### config.mk
export PLATFORM = sky130hd
export DESIGN_NAME = rgb_axis_packer
export DESIGN_NICKNAME = d
export VERILOG_FILES = /design/src/rtl/rgb_axis_packer.sv
export SDC_FILE = /design/constraint.sdc
export NUM_CORES = 1
export LEC_CHECK = 0
export BUFFER_PORTS_ARGS = -buffer_cell sky130_fd_sc_hd__buf_2
export CORE_UTILIZATION = 30
export DETAILED_ROUTE_END_ITERATION = 10
export SLEW_MARGIN = 25
export SYNTH_ARGS = -nofsm -noshare
export SYNTH_HDL_FRONTEND = slang
export SYNTH_SLANG_ARGS = --single-unit
### constraint.sdc
create_clock -name aclk -period 5.5 [get_ports aclk]
set_input_delay 0.275 -clock aclk [delete_from_list [all_inputs] [get_ports aclk]]
set_output_delay 0.275 -clock aclk [all_outputs]
set_load 0.05 [all_outputs]
### src/rtl/rgb_axis_packer.sv
// rgb_axis_packer: packs 24-bit b/g/r pixels into a dense 32-bit AXI4-Stream
// byte stream (4 pixels -> 3 words), with tuser on frame start, tlast on eol.
//
// Ports:
//   aclk, reset          clock; synchronous active-high reset
//   r, g, b, valid_int   pixel input (accepted on valid_int && in_stream_ready)
//   sof, eol             frame start / line end, qualified by valid_int
//   in_stream_ready      registered ready, depends only on FIFO occupancy
//   out_stream_*         AXI4-Stream master (tdata/tkeep/tlast/tuser/tvalid/tready)
//   line_err             sticky line-length error (RGB_PACKER_LINE_CHECK_EN only)
//
// Optional macro RGB_PACKER_LINE_CHECK_EN adds the line_err port and checker.
module rgb_axis_packer #(
    parameter int FIFO_DEPTH  = 4,
    parameter int LINE_PIXELS = 640
) (
    input  logic        aclk,
    input  logic        reset,
    input  logic [7:0]  r,
    input  logic [7:0]  g,
    input  logic [7:0]  b,
    input  logic        valid_int,
    input  logic        sof,
    input  logic        eol,
    output logic        in_stream_ready,
    output logic [31:0] out_stream_tdata,
    output logic [3:0]  out_stream_tkeep,
    output logic        out_stream_tlast,
    output logic        out_stream_tuser,
    output logic        out_stream_tvalid,
    input  logic        out_stream_tready
`ifdef RGB_PACKER_LINE_CHECK_EN
    ,
    output logic        line_err
`endif
);

    localparam int AW = $clog2(FIFO_DEPTH);
    localparam int CW = AW + 1;
    localparam logic [CW:0] READY_MAX = (CW+1)'(FIFO_DEPTH - 2);

    if (FIFO_DEPTH < 4 || (FIFO_DEPTH & (FIFO_DEPTH - 1)) != 0) begin : g_bad_depth
        $error("FIFO_DEPTH must be a power of two and at least 4");
    end
    if (LINE_PIXELS < 1 || LINE_PIXELS > 1023) begin : g_bad_line
        $error("LINE_PIXELS must fit the 10-bit pixel counter");
    end

    typedef struct packed {
        logic [31:0] data;
        logic [3:0]  keep;
        logic        last;
        logic        user;
    } word_t;

    word_t         mem [FIFO_DEPTH];
    logic [AW-1:0] rd_ptr;
    logic [AW-1:0] wr_ptr;
    logic [CW-1:0] mem_cnt;
    word_t         out_q;
    logic          out_valid_q;
    logic          ready_q;
    logic [1:0]    phase_q;
    logic [23:0]   resid_q;
    logic          user_pend_q;

    logic          accept;
    logic [1:0]    ph;
    logic          ufirst;
    logic [1:0]    n_push;
    word_t         pw0;
    word_t         pw1;
    logic [1:0]    phase_d;
    logic [23:0]   resid_d;
    logic          pend_d;

    assign accept = valid_int & ready_q;
    // A sof pixel discards any residual bytes and restarts packing at phase 0.
    assign ph     = sof ? 2'd0 : phase_q;
    assign ufirst = sof | user_pend_q;

    always_comb begin
        n_push  = 2'd0;
        pw0     = '0;
        pw1     = '0;
        phase_d = phase_q;
        resid_d = resid_q;
        pend_d  = user_pend_q;
        if (accept) begin
            case (ph)
                2'd0: begin
                    resid_d = {r, g, b};
                    phase_d = 2'd1;
                    if (eol) begin
                        n_push   = 2'd1;
                        pw0.data = {8'h00, r, g, b};
                        pw0.keep = 4'h7;
                        pw0.last = 1'b1;
                        pw0.user = ufirst;
                    end
                end
                2'd1: begin
                    n_push   = 2'd1;
                    pw0.data = {b, resid_q};
                    pw0.keep = 4'hF;
                    pw0.user = ufirst;
                    resid_d  = {8'h00, r, g};
                    phase_d  = 2'd2;
                    if (eol) begin
                        n_push   = 2'd2;
                        pw1.data = {16'h0000, r, g};
                        pw1.keep = 4'h3;
                        pw1.last = 1'b1;
                    end
                end
                2'd2: begin
                    n_push   = 2'd1;
                    pw0.data = {g, b, resid_q[15:0]};
                    pw0.keep = 4'hF;
                    pw0.user = ufirst;
                    resid_d  = {16'h0000, r};
                    phase_d  = 2'd3;
                    if (eol) begin
                        n_push   = 2'd2;
                        pw1.data = {24'h000000, r};
                        pw1.keep = 4'h1;
                        pw1.last = 1'b1;
                    end
                end
                default: begin
                    n_push   = 2'd1;
                    pw0.data = {r, g, b, resid_q[7:0]};
                    pw0.keep = 4'hF;
                    pw0.last = eol;
                    pw0.user = ufirst;
                    phase_d  = 2'd0;
                end
            endcase
            if (eol) begin
                phase_d = 2'd0;
            end
            // tuser stays pending until a word actually carries sof bytes.
            pend_d = (n_push == 2'd0) ? ufirst : 1'b0;
        end
    end

    // out_q is the registered head of the FIFO; mem holds the words behind it.
    logic          free;
    logic          mem_pop;
    logic [1:0]    mp_n;
    word_t         mw0;
    word_t         mw1;
    word_t         out_d;
    logic          outv_d;
    logic [CW-1:0] mem_cnt_d;
    logic [CW:0]   occ_d;

    assign free = ~out_valid_q | out_stream_tready;

    always_comb begin
        out_d   = out_q;
        outv_d  = out_valid_q & ~out_stream_tready;
        mem_pop = 1'b0;
        mp_n    = n_push;
        mw0     = pw0;
        mw1     = pw1;
        if (free) begin
            if (mem_cnt != '0) begin
                out_d   = mem[rd_ptr];
                outv_d  = 1'b1;
                mem_pop = 1'b1;
            end else if (n_push != 2'd0) begin
                // Empty FIFO: first new word bypasses straight to the output.
                out_d  = pw0;
                outv_d = 1'b1;
                mp_n   = n_push - 2'd1;
                mw0    = pw1;
            end
        end
        mem_cnt_d = mem_cnt + CW'(mp_n) - CW'(mem_pop);
        occ_d     = {1'b0, mem_cnt_d} + (CW+1)'(outv_d);
    end

    always_ff @(posedge aclk) begin
        if (mp_n != 2'd0) begin
            mem[wr_ptr] <= mw0;
        end
        if (mp_n == 2'd2) begin
            mem[wr_ptr + AW'(1)] <= mw1;
        end
    end

    always_ff @(posedge aclk) begin
        if (reset) begin
            rd_ptr      <= '0;
            wr_ptr      <= '0;
            mem_cnt     <= '0;
            out_q       <= '0;
            out_valid_q <= 1'b0;
            ready_q     <= 1'b0;
            phase_q     <= 2'd0;
            resid_q     <= '0;
            user_pend_q <= 1'b0;
        end else begin
            rd_ptr      <= rd_ptr + AW'(mem_pop);
            wr_ptr      <= wr_ptr + AW'(mp_n);
            mem_cnt     <= mem_cnt_d;
            out_q       <= out_d;
            out_valid_q <= outv_d;
            ready_q     <= (occ_d <= READY_MAX);
            phase_q     <= phase_d;
            resid_q     <= resid_d;
            user_pend_q <= pend_d;
        end
    end

    assign in_stream_ready   = ready_q;
    assign out_stream_tdata  = out_q.data;
    assign out_stream_tkeep  = out_q.keep;
    assign out_stream_tlast  = out_q.last;
    assign out_stream_tuser  = out_q.user;
    assign out_stream_tvalid = out_valid_q;

`ifdef RGB_PACKER_LINE_CHECK_EN
    localparam logic [9:0] LP = 10'(LINE_PIXELS);

    logic [9:0] pix_cnt;
    logic [9:0] pix_inc;
    logic       err_q;

    assign pix_inc = pix_cnt + 10'd1;

    always_ff @(posedge aclk) begin
        if (reset) begin
            pix_cnt <= '0;
            err_q   <= 1'b0;
        end else if (accept) begin
            if (sof && phase_q != 2'd0) begin
                err_q <= 1'b1;
            end
            if (eol) begin
                pix_cnt <= '0;
                if (pix_inc != LP) begin
                    err_q <= 1'b1;
                end
            end else begin
                pix_cnt <= pix_inc;
                if (pix_inc == LP) begin
                    err_q <= 1'b1;
                end
            end
        end
    end

    assign line_err = err_q;
`endif

endmodule
; ---- Word-level counts from Yosys, hierarchy flattened
; Memories as Yosys holds them, arrays and structs flattened. A register that Yosys moved wholly into a read port is not among the register bits.
; Index checks and enable logic that the tools add are counted.
[word_totals]
latch_bits = 0
wordCells = 77
memories = 1
ff_bits = 74
output_inout_bits = 40
ram_bits = 152
romBits = 0
[classes]
multipliers = 0
reduce_logical = 10
addsub = 7
n_eq_ne = 3
div_mod_pow = 0
mux = 37
n_lt_le_gt_ge = 1
bitwise_logic = 6
n_shift = 0
[mem_list]
columns = memory, depth, word_bits, rd, rd_ports_with_merged_regs, wr, line
row1 = mem, 4, 38, 1, 1, 2, 56  ; word_t mem [FIFO_DEPTH];
[ops]
columns = op, n
row1 = 38-bit two-way mux, 6
row2 = 36-bit case mux with 3 select lines, 1
row3 = 37-bit case mux with 2 select lines, 1
row4 = 24-bit case mux with 3 select lines, 1
row5 = 37-bit two-way mux, 1
row6 = 30-bit two-way mux, 1
row7 = 21-bit two-way mux, 1
row8 = 2-bit two-way mux, 9
row9 = 13-bit two-way mux, 1
row10 = 1-bit two-way mux, 12
row11 = 2-bit case mux with 3 select lines, 1
row12 = 2-bit nonzero test, 3
row13 = 3-bit nonzero test, 2
row14 = 3-bit by 1-bit adder with 4-bit output, 1
row15 = "2-bit equality test, second input constant", 2
row16 = "4-bit by 2-bit <= comparator with 1-bit output, second input constant", 1
row17 = 2-bit zero test, 2
row18 = 2-bit case mux with 2 select lines, 1
row19 = 2-bit AND reduction, 2
row20 = 3-bit by 2-bit adder with 3-bit output, 1
row21 = 3-bit by 1-bit subtractor with 3-bit output, 1
row22 = 2-bit by 1-bit adder with 2-bit output, 1
row23 = "2-bit by 1-bit adder with 2-bit output, second input constant", 1
row24 = 2-bit adder, 1
row25 = other kinds (7), 10

; ---- Depth between registers and ports, before layout
; Gate-level depths: netlist of run 1.
[logic_depth]
ltp_word = 14
ltp_mapped = 17
mapped_depth_nobuf = 17

; ---- Worst setup path before layout of run 1
; Ideal clock, no wire load.
[synth_path]
path_type = input -> register
start = input sof
end = register ready_q (netlist: in_stream_ready)
path_slack_ns = 2.368
arrival_ns = 3.015
setup_ns = 0.116
stages = 17
path_buffers = 1
path_cell_list = nand2b_1 ha_1 buf_2 and4_1 nand3_2 nor2_1 a21o_1 inv_1 ha_1 inv_1 ha_1 inv_1 fa_1 inv_1 ha_1 a21boi_0 o211a_1
[synth_between]
elab_chain_len = 14
elab_cells_between_ends = 20
classes_between = 4 x add/sub / 1 x order compare / 2 x eq/ne / 10 x mux / 3 x reduce/logical
[synth_rtl]
columns = element, line
row1 = "start, declared", 23  ; input logic sof,
row2 = 2-bit two-way mux (*), 79  ; assign ph = sof ? 2'd0 : phase_q;
row3 = 2-bit equality test or 2-bit by 1-bit equality test with 1-bit output (tied branches), 90  ; case (ph)
row4 = 2-bit OR reduction (no line), n/a
row5 = 2-bit case mux with 2 select lines (*), 90
row6 = 2-bit two-way mux (*) (2 in a row), 89  ; if (accept) begin
row7 = 2-bit by 1-bit subtractor with 2-bit output or 2-bit nonzero test (tied branches), "176, 172"
row8 = 2-bit two-way mux, 172  ; end else if (n_push != 2'd0) begin
row9 = 2-bit two-way mux, 168  ; if (mem_cnt != '0) begin
row10 = 2-bit two-way mux (*), 167  ; if (free) begin
row11 = 3-bit by 2-bit adder with 3-bit output (*), 180  ; mem_cnt_d = mem_cnt + CW'(mp_n) - CW'(mem_pop);
row12 = 3-bit by 1-bit subtractor with 3-bit output (*), 180
row13 = named net mem_cnt_d[1], 155  ; logic [CW-1:0] mem_cnt_d;
row14 = 3-bit by 1-bit adder with 4-bit output (*), 181  ; occ_d = {1'b0, mem_cnt_d} + (CW+1)'(outv_d);
row15 = 4-bit by 2-bit <= comparator with 1-bit output (*), 210  ; ready_q <= (occ_d <= READY_MAX);
row16 = "end signal, assigned", 210
row17 = "end, declared", 62  ; logic ready_q;
; Mark *: on every way through the listed nets, which the timed path passes. The rest lies on a longest branch. The select of a mux whose other input is x is not followed.
; A chain may end at the register's enable or synchronous reset.

; ---- Worst setup path after layout of run 1
[layout_path]
start = register phase_q[1]
end = register ready_q (netlist: in_stream_ready)
[layout_between]
elab_chain_len = 14
elab_cells_between_ends = 20
classes_between = 4 x add/sub / 1 x order compare / 2 x eq/ne / 10 x mux / 3 x reduce/logical
[layout_rtl]
columns = element, line
row1 = "start, declared", 63  ; logic [1:0] phase_q;
row2 = "start signal, assigned", 211  ; phase_q <= phase_d;
row3 = 2-bit two-way mux (*), 79
row4 = 2-bit equality test or 2-bit by 1-bit equality test with 1-bit output (tied branches), 90
row5 = 2-bit OR reduction (no line), n/a
row6 = 2-bit case mux with 2 select lines (*), 90
row7 = 2-bit two-way mux (*) (2 in a row), 89
row8 = 2-bit by 1-bit subtractor with 2-bit output or 2-bit nonzero test (tied branches), "176, 172"
row9 = 2-bit two-way mux, 172
row10 = 2-bit two-way mux, 168
row11 = 2-bit two-way mux (*), 167
row12 = 3-bit by 2-bit adder with 3-bit output (*), 180
row13 = 3-bit by 1-bit subtractor with 3-bit output (*), 180
row14 = named net mem_cnt_d[1], 155
row15 = 3-bit by 1-bit adder with 4-bit output (*), 181
row16 = 4-bit by 2-bit <= comparator with 1-bit output (*), 210
; Marks and branches as above.

==> results of run 1 <==
==> metal layers <==
layer	share of wire	GRT usage	up-vias	wire length, um
met5	0	0	-	0
met4	0.026	0.0569	0	871
met3	0.068	0.0267	56	2330
met2	0.47	0.297	329	16200
met1	0.43	0.238	4405	14800
li1	-	-	4219	-
==> critical path: cells and delay by family, from the launching register on <==
family	cells	cell delay [ns]
buffers and inverters	4	0.21
AO/OA/AOI/OAI	3	0.44
adder cells (fa/ha/maj)	5	1.74
flip-flops	1	0.32
AND/OR/NAND/NOR	4	0.78
==> cells in the final DEF (no fill, tap or decap), drive strengths merged, types with 2 or more instances in the layout <==
cell,count
a22o,20
o211ai,10
nand3,23
o21ai,87
edfxtp,76
inv,19
o2bb2ai,20
o22ai,27
a22oi,43
buf,87
nand2,250
mux4,38
nor2b,13
nor2,74
ha,12
a221oi,24
clkinv,9
xnor2,6
and2,7
a21oi,52
a31o,2
clkbuf,33
dfxtp,150
or3,3
a311oi,25
a211oi,11
nand3b,8
a211o,2
a21o,3
nor3,18
o211a,2
nand2b,7
==> worst max path at each step <==
stage / end / slack [ns] / cells past startpoint
after detailed placement: in_stream_ready$_SDFF_PP0_ / 1.57 / 18
after global placement: in_stream_ready$_SDFF_PP0_ / 1.61 / 18
after CTS: in_stream_ready$_SDFF_PP0_ / 1.72 / 17
final: in_stream_ready$_SDFF_PP0_ / 1.90 / 16
after floorplan: in_stream_ready$_SDFF_PP0_ / 2.37 / 17
after global routing: in_stream_ready$_SDFF_PP0_ / 1.56 / 16
==> cell families (layout without fill, tap and decap cells) <==
logic type      Yosys count  count (layout)  synth area share
buf+inv                 116             150            0.0492
flops                   226             226             0.474
simple gates            410             410             0.160
compound gates          330             330             0.219
mux                      39              39            0.0780
fa+ha+maj                13              13            0.0153
xor+xnor                  6               6           0.00471
==> power by group through the flow <==
stage	logic, mW	clock network (mW)	registers (mW)
2_1_floorplan	1.01	0	2.49
3_3_place_gp	1.88	0	2.09
3_5_place_dp	1.91	0	2.10
4_1_cts	1.91	1.64	2.07
5_1_grt	2.08	1.70	2.09
6_report	1.92	1.62	2.06
==> final cells by class <==
class,count,area [um2],share of cell area
clock inverters,11,82.6,0.00658
flip-flops and latches,226,5290,0.421
inverters,19,71.3,0.00568
repair buffers,87,500,0.0399
multi-input cells,798,5330,0.425
clock buffers,33,697,0.0555
well taps,468,586,0.0466
==> state kept, by name, summed over array words and instances, names as in the netlist <==
signal	count
rd_ptr	2
wr_ptr	2
out_stream_tkeep	4
phase_q	2
mem	152
out_stream_tlast	1
out_stream_tuser	1
in_stream_ready	1
resid_q	24
out_stream_tvalid	1
out_stream_tdata	32
user_pend_q	1
mem_cnt	3
==> metrics by stage <==
stage	utilization	hold slack [ns]	instances	power [mW]	setup WS, ns
final	0.343	0.0966	1642	5.60	1.90
after global routing	0.343	0.124	1642	5.87	1.56
after CTS	0.342	0.0844	1641	5.62	1.72
after detailed placement	0.321	0.436	1597	4.01	1.57
after global placement	0.320	0.428	1597	3.98	1.61
after floorplan	-	0.421	1140	3.50	2.37
==> impl_metrics.ini, run 1 <==
[timing]
fin_crit_sh = 0.655
max_freq_mhz = 278
finalSetupViolations = 0
fin_crit_ns = 3.60
drv_slew = 0
tightest_slew_ns = 1.04
relSlewSlack = 0.309
setup-tns-final_ns = 0
rsz0062_at_grt = false
clock_skew_ns = 0.0108
hold_violations = 0

[global_routing]
grt_max_degree = 75
grt_antenna_before_repair = 0
grt_overflow = 0
first_global_vias = 8818
grt_util_all_layers = 0.179
grt_first_pass_wirelength_mm = 53.3

[setup_path]
cp-start-kind = register
worstPathRequired_ns = 5.91
startpoint = phase_q[1]$_SDFFE_PP0P_
cp-end-kind = register
path_cells = nand2b_1 > ha_1 > and4_1 > nand3_2 > nor2_1 > a21o_1 > inv_1 > ha_1 > inv_1 > ha_1 > inv_1 > fa_1 > inv_1 > ha_1 > a21boi_0 > o211a_1
timing.rr.start = phase_q[1]$_SDFFE_PP0P_
path_max_fanout = 18
reg2reg_slack_ns = 1.90
crit_type = register to register
r2r_end = in_stream_ready$_SDFF_PP0_
reg2regPathDepth = 16
slowest_stage = ha_1
critical_path_arrival_ns = 4.01
max_stage_delay_ns = 0.65

[clock_tree]
tritoncts = done
postCtsResizedCells = 0
cts_setup_buffers = 0
cts-root-buf = clkbuf_16
cts_buffers = 24
clock_latency_ns = 0.52
cts_sinks = 226
clockBufferDepth = 3
holdBufCountCts = 0
clk_pin_slew_ns = 0.05
htreeDepth = 1

[drt]
vias = 9009
viasPerCell = 5.49
routed_wirelength_mm = 34.1
drc = 0
postRouteAntennaNets = 0
drt_pass1_iterations = 5
dr.first_iter.drc_count = 900
wl_per_cell_um = 20.8

[min_path]
hold_end = user_pend_q$_SDFFE_PP0P_
hold_path.class = primary input to register
hold_depth = 3
worstHoldStart = sof

[synthesis]
synth_cells = 1140
syn-num-nets = 1183
synth_top_area_cell = dfxtp_1
yosysSeqAreaShare = 0.474
async_flop_share = 0
synthTopCellsByCount = nand2_1, dfxtp_1, edfxtp_1
syn_avg_cell_area_um2 = 9.78
synth_edf_count = 76
netlist_area_um2 = 11100
synth_seq_cells = 226
yosys.area.top_type_share = 0.269
ys_warn_count = 0
synth_area_leaders = dfxtp_1, edfxtp_1, nand2_1, mux4_2, o21ai_0
yosys.cell_count.top_type = nand2_1
synth_ff_type = dfxtp_1
synth.distinct_cells = 63

[pwr]
ir_drop_uv = 266
comb_power_share = 0.343
power.switching_mw = 2.19
power_frac_clock = 0.289
p_leak_nw = 4.14
pwr_density_cell_nw_per_um2 = 446
intPower_mw = 3.42
pwr-share-seq = 0.367
p_sw_frac = 0.390

[place]
post-dp-hpwl_mm = 22.6
port_buffers = 69
postPlaceCellArea_um2 = 11700
routabilityCongestion = 0.817

[die]
ioPinCount = 70
die-area_um2 = 37900
dieHeight_um = 195
die_w_um = 195
rows = 70
start_util = 0.304
coreArea_um2 = 36600

[cells_and_area]
drive_gt1_frac = 0.184
design_area_um2 = 12600
fillCellCount = 3715
finalNetCount = 1199
syn2layout_area_growth_pct = 12.6
diodes = 0

[run_status]
status = completed

[flow_run]
cap_violations = 0
(Power assumes the default switching activity.)
==> inputs of run 2 (changes only) <==
Settings changed: ABC_AREA set to 1.
Clock period 5.5 ns to 2.9 ns, I/O delays scaled along.
==> impl_metrics.ini, run 2 <==
[cells_and_area]
final-instance-count-excl-fill = 2489
syn2layout_area_growth_pct = 17.0
diodes = 0
regMostFlops = mem
finalNetCount = 1981
fillCellCount = 4398
final_common_cell = nand2_1
final_cell_mix = nand2_1, nor2_1, dfxtp_1
largest_reg_flops = 152
drive_gt1_frac = 0.112

[die]
coreArea_um2 = 41000
die_w_um = 206
ioPinCount = 70
start_util = 0.305
rows = 74
dieHeight_um = 206
die-area_um2 = 42600

[flow_run]
cap_violations = 0

[setup_path]
path_max_fanout = 4
cp-end-kind = register
reg2regPathDepth = 20
crit_type = register to register
critical_path_arrival_ns = 3.29
cp-start-kind = register
r2r_end = in_stream_ready$_SDFF_PP0_
worstPathRequired_ns = 3.33
timing.rr.start = phase_q[1]$_SDFFE_PP0P_
reg2reg_slack_ns = 0.04
startpoint = phase_q[1]$_SDFFE_PP0P_

[min_path]
hold_depth = 2
worstHoldStart = reset
hold_end = mem_cnt[1]$_SDFF_PP0_
hold_path.class = primary input to register

[synthesis]
yosysSeqAreaShare = 0.422
synth.distinct_cells = 30
synth_ff_type = dfxtp_1
ys_warn_count = 0
synth_cells = 1889
syn-num-nets = 1932
syn_avg_cell_area_um2 = 6.63
synthTopCellsByCount = nand2_1, nor2_1, dfxtp_1
yosys.cell_count.top_type = nand2_1
async_flop_share = 0
yosys.area.top_type_share = 0.240
synth_edf_count = 76
synth_seq_cells = 226
synth_area_leaders = dfxtp_1, nand2_1, edfxtp_1, nor2_1, nand3_1
netlist_area_um2 = 12500
synth_top_area_cell = dfxtp_1

[run_status]
violations = design-rule violations
status = finished, violations left

[drt]
routed_wirelength_mm = 42.6
viasPerCell = 5.05
drt_pass1_iterations = 8
wl_met3_mm = 3.45
wl_per_cell_um = 17.1
dr.first_iter.drc_count = 1153
drc = 10
wirelength_met1_mm = 18.5
top_layer_used = met4
wl_met2_mm = 19.0
vias = 12578
postRouteAntennaNets = 0

[timing]
tightest_slew_ns = 0.959
hold_violations = 0
finalSetupViolations = 0
drv_slew = 0
setup-tns-final_ns = 0
clock_skew_ns = 0.0137
fin_crit_ns = 2.86
max_freq_mhz = 350
fin_crit_sh = 0.986
rsz0062_at_grt = true
relSlewSlack = 0.359

[pwr]
p_leak_nw = 7.49
power.switching_mw = 5.44
ir_drop_uv = 467
comb_power_share = 0.412
pwr-share-seq = 0.321
intPower_mw = 7.36
p_sw_frac = 0.425
power_frac_clock = 0.267
pwr_density_cell_nw_per_um2 = 874

[global_routing]
grt_antenna_before_repair = 0
grt_first_pass_wirelength_mm = 66.4
grt_overflow = 0
first_global_vias = 11798
grt_max_degree = 100
grt_util_all_layers = 0.202

[clock_tree]
htreeDepth = 1
cts-root-buf = clkbuf_16
cts_sinks = 226
tritoncts = done
clk_pin_slew_ns = 0.06
clockBufferDepth = 3
clock_latency_ns = 0.55
cts_buffers = 27

[place]
routabilityCongestion = 0.932
port_buffers = 69
dpl.cell_count = 2422
post-dp-hpwl_mm = 27.3
run 2: cell types whose count changed after synthesis, moves of 17 or more:
cell,previous run,this run
nand2_1,249,609
nor2_1,73,313
inv_1,19,144
nand3_1,22,112
nand4_1,1,76
a21oi_1,49,98
a22oi_1,42,0
mux4_2,38,0
o21ai_0,73,110
a311oi_1,23,0
a22o_1,20,0
o2bb2ai_1,20,0
o22ai_1,17,0
run 2: cell families after synthesis:
kind of cell,Yosys count,share of synthesized area
xor+xnor,4,0.00280
fa+ha+maj,13,0.0136
flops,226,0.422
buf+inv,284,0.0953
compound gates,229,0.0948
simple gates,1133,0.371
run 2: critical path: stages (launching register included):
cell and delay, ns:
dfxtp_2 0.35, nand2_4 0.07, ha_4 0.28, inv_4 0.04, nor2_1 0.08, nand2_1 0.11
nand2_2 0.12, nand2_4 0.05, o21ai_2 0.07, inv_1 0.05, ha_1 0.26, inv_1 0.06
ha_2 0.16, inv_2 0.04, fa_2 0.57, inv_2 0.06, ha_4 0.15, nand2_1 0.06
nand2_1 0.06, nand2_1 0.07, nor2_1 0.04
run 2: how the worst max path moves through the flow:
stage | end | slack, ns | cells after the start
floorplan | in_stream_ready$_SDFF_PP0_ | 0.003 | 20
global placement | in_stream_ready$_SDFF_PP0_ | 0.002 | 20
detailed placement | in_stream_ready$_SDFF_PP0_ | 0.02 | 20
CTS | in_stream_ready$_SDFF_PP0_ | 0.02 | 18
global route | in_stream_ready$_SDFF_PP0_ | -0.11 | 20
finish | in_stream_ready$_SDFF_PP0_ | 0.04 | 20
run 2: what timing repair did:
| item | in CTS | in global routing |
|---|---|---|
| gates resized for setup | 0 | 12 |
| setup buffers | 0 | 2 |
| hold buffers | 17 | 0 |
| hold endpoints to repair | 17 | 0 |
| setup endpoints to repair | 0 | 64 |
run 2: routing by layer:
metal / track usage / vias to the layer above
li1: - / 6155
met1: 0.272 / 5842
met2: 0.323 / 485
met3: 0.0300 / 96
met4: 0.0780 / 0
met5: 0 / -
run 2: layout make-up:
class                      instances  area (um2)  area share
sequential                       226        5290       0.361
multi-input combinational       1379        6110       0.417
inverter                         156         591      0.0403
clock buffer                      37         773      0.0528
timing repair buffer             148        1090      0.0747
clock inverter                    11         126     0.00863
tap                              532         666      0.0454
run 2: power by group through the flow:
stage | combinational, mW | clock [mW] | sequential (mW)
after global placement | 5.12 | 0 | 4.16
after floorplan | 2.83 | 0 | 4.99
after detailed placement | 5.17 | 0 | 4.18
after global routing | 5.88 | 3.61 | 4.19
final | 5.27 | 3.42 | 4.11
after CTS | 5.22 | 3.48 | 4.11
run 2: through the flow:
stage	area [um2]	hold WS (ns)	power [mW]	utilization	setup WS [ns]
2_1_floorplan	12600	0.308	7.83	-	0.00280
3_3_place_gp	13500	0.452	9.29	0.330	0.00171
3_5_place_dp	13500	0.457	9.35	0.330	0.0155
4_1_cts	14600	0.0127	12.8	0.356	0.0164
5_1_grt	14600	0.0639	13.7	0.357	-0.113
6_report	14600	0.0436	12.8	0.357	0.0420
==> inputs of run 3 (changes only) <==
Settings changed: CAP_MARGIN set to 20, CORE_UTILIZATION 30 to 35, CTS_BUF_LIST set to sky130_fd_sc_hd__clkbuf_8.
==> impl_metrics.ini, run 3 (synthesized netlist as in run 2, its figures left out) <==
[run_status]
status = completed

[timing]
hold_slack_ns = 0.0368
tightest_slew_ns = 0.885
max_freq_mhz = 348
drv_slew = 0
fin_crit_sh = 0.991
hold_violations = 0
clock_skew_ns = 0.0223
fin_crit_ns = 2.87
relSlewSlack = 0.409
worst_slack_ns = 0.0254
setup-tns-final_ns = 0
finalSetupViolations = 0
rsz0062_at_grt = true

[place]
routabilityCongestion = 0.885
place_ws_ns = -0.0130
port_buffers = 69
dpl.cell_count = 2342
post-dp-hpwl_mm = 26.6
postPlaceCellArea_um2 = 13400

[clock_tree]
cts-root-buf = clkbuf_8
tritoncts = done
htreeDepth = 2
clock_latency_ns = 0.58
cts_sinks = 226
clockBufferDepth = 3
cts_buffers = 42
clk_pin_slew_ns = 0.06

[drt]
drt_pass1_iterations = 6
postRouteAntennaNets = 0
drc = 0
dr.first_iter.drc_count = 1300
routed_wirelength_mm = 42.2
viasPerCell = 5.13
wl_per_cell_um = 17.3
vias = 12504

[setup_path]
crit_family = adder cells
path_max_fanout = 4
crit_buf_inv = 5
reg2reg_slack_ns = 0.03
cp-start-kind = register
path_cells = nand2_4 > ha_4 > inv_4 > nor2_1 > nand2_1 > nand2_2 > nand2_4 > o21ai_2 > inv_1 > ha_1 > inv_1 > ha_2 > inv_2 > fa_2 > inv_2 > ha_4 > nand2_2 > nand2_2 > nor2_1
max_stage_delay_ns = 0.54
critPathMostFrequentCell = nand2_2
critical_path_arrival_ns = 3.34
slowest_stage = fa_2
crit_type = register to register
worstPathRequired_ns = 3.37
cp-end-kind = register

[cells_and_area]
finalNetCount = 1994
drive_gt1_frac = 0.115
regMostFlops = mem
final_cell_mix = nand2_1, nor2_1, inv_1
design_area_um2 = 14400
final-instance-count-excl-fill = 2437
diodes = 0
final_common_cell = nand2_1
largest_reg_flops = 152
syn2layout_area_growth_pct = 15.3

[pwr]
pwr_density_cell_nw_per_um2 = 855
ir_drop_uv = 616
p_leak_nw = 7.50

[die]
die-area_um2 = 36500
coreArea_um2 = 34900
dieHeight_um = 191
start_util = 0.359
ioPinCount = 70
die_w_um = 191
rows = 68

[global_routing]
grt_max_degree = 78
grt_first_pass_wirelength_mm = 66.9
grt_antenna_before_repair = 0
grt_util_all_layers = 0.236
first_global_vias = 11927
grt_overflow = 0

[min_path]
hold_path.class = primary input to register

[flow_run]
cap_violations = 0
-- run 3: stage by stage --
stage | utilization | total power [mW]
after CTS | 0.412 | 12.3
after floorplan | - | 7.83
after detailed placement | 0.385 | 9.29
after global placement | 0.385 | 9.24
after global routing | 0.414 | 13.2
final | 0.414 | 12.4
-- run 3: cell type report --
cell class / instances / area, um2
Fill cell: 3693 / 20400
Multi-Input combinational cell: 1380 / 6120
Sequential cell: 226 / 5290
Timing Repair Buffer: 145 / 1090
Clock buffer: 45 / 619
Inverter: 156 / 591
Tap cell: 455 / 569
Clock inverter: 30 / 160
-- run 3: worst paths after layout --
| path | startpoint | to | depth (start not counted) |
|---|---|---|---|
| max | phase_q[0]$_SDFFE_PP0P_ | in_stream_ready$_SDFF_PP0_ | 19 |
| min | b[0] | resid_q[0]$_SDFFE_PP0P_ | 5 |
| max reg2reg | phase_q[0]$_SDFFE_PP0P_ | in_stream_ready$_SDFF_PP0_ | 19 |
| min reg2reg | resid_q[23]$_SDFFE_PP0P_ | resid_q[23]$_SDFFE_PP0P_ | 2 |
-- run 3: where the power goes --
part | switching (mW) | leakage (nW) | internal [mW]
combinational | 3.80 | 5.11 | 1.50
sequential | 0.243 | 1.93 | 3.86
clock | 1.42 | 0.461 | 1.52
-- run 3: tightest hold or removal path: stages --
cell,delay [ns]
buf_2,0.15
nand2_1,0.08
nand3_1,0.07
o211ai_1,0.08
inv_1,0.04
-- run 3: what timing repair did --
item | 4_1_cts | 5_1_grt
hold buffers | 18 | 0
setup buffers | 0 | 2
resized for setup | 0 | 15
endpoints found under the setup margin | 0 | 55
endpoints found under the hold margin | 18 | 0
-- run 3: per-layer routing --
layer | wire length (um) | track usage
met5 | 0 | 0
met4 | 1290 | 0.0849
met3 | 3160 | 0.0375
met2 | 18900 | 0.373
met1 | 18900 | 0.324
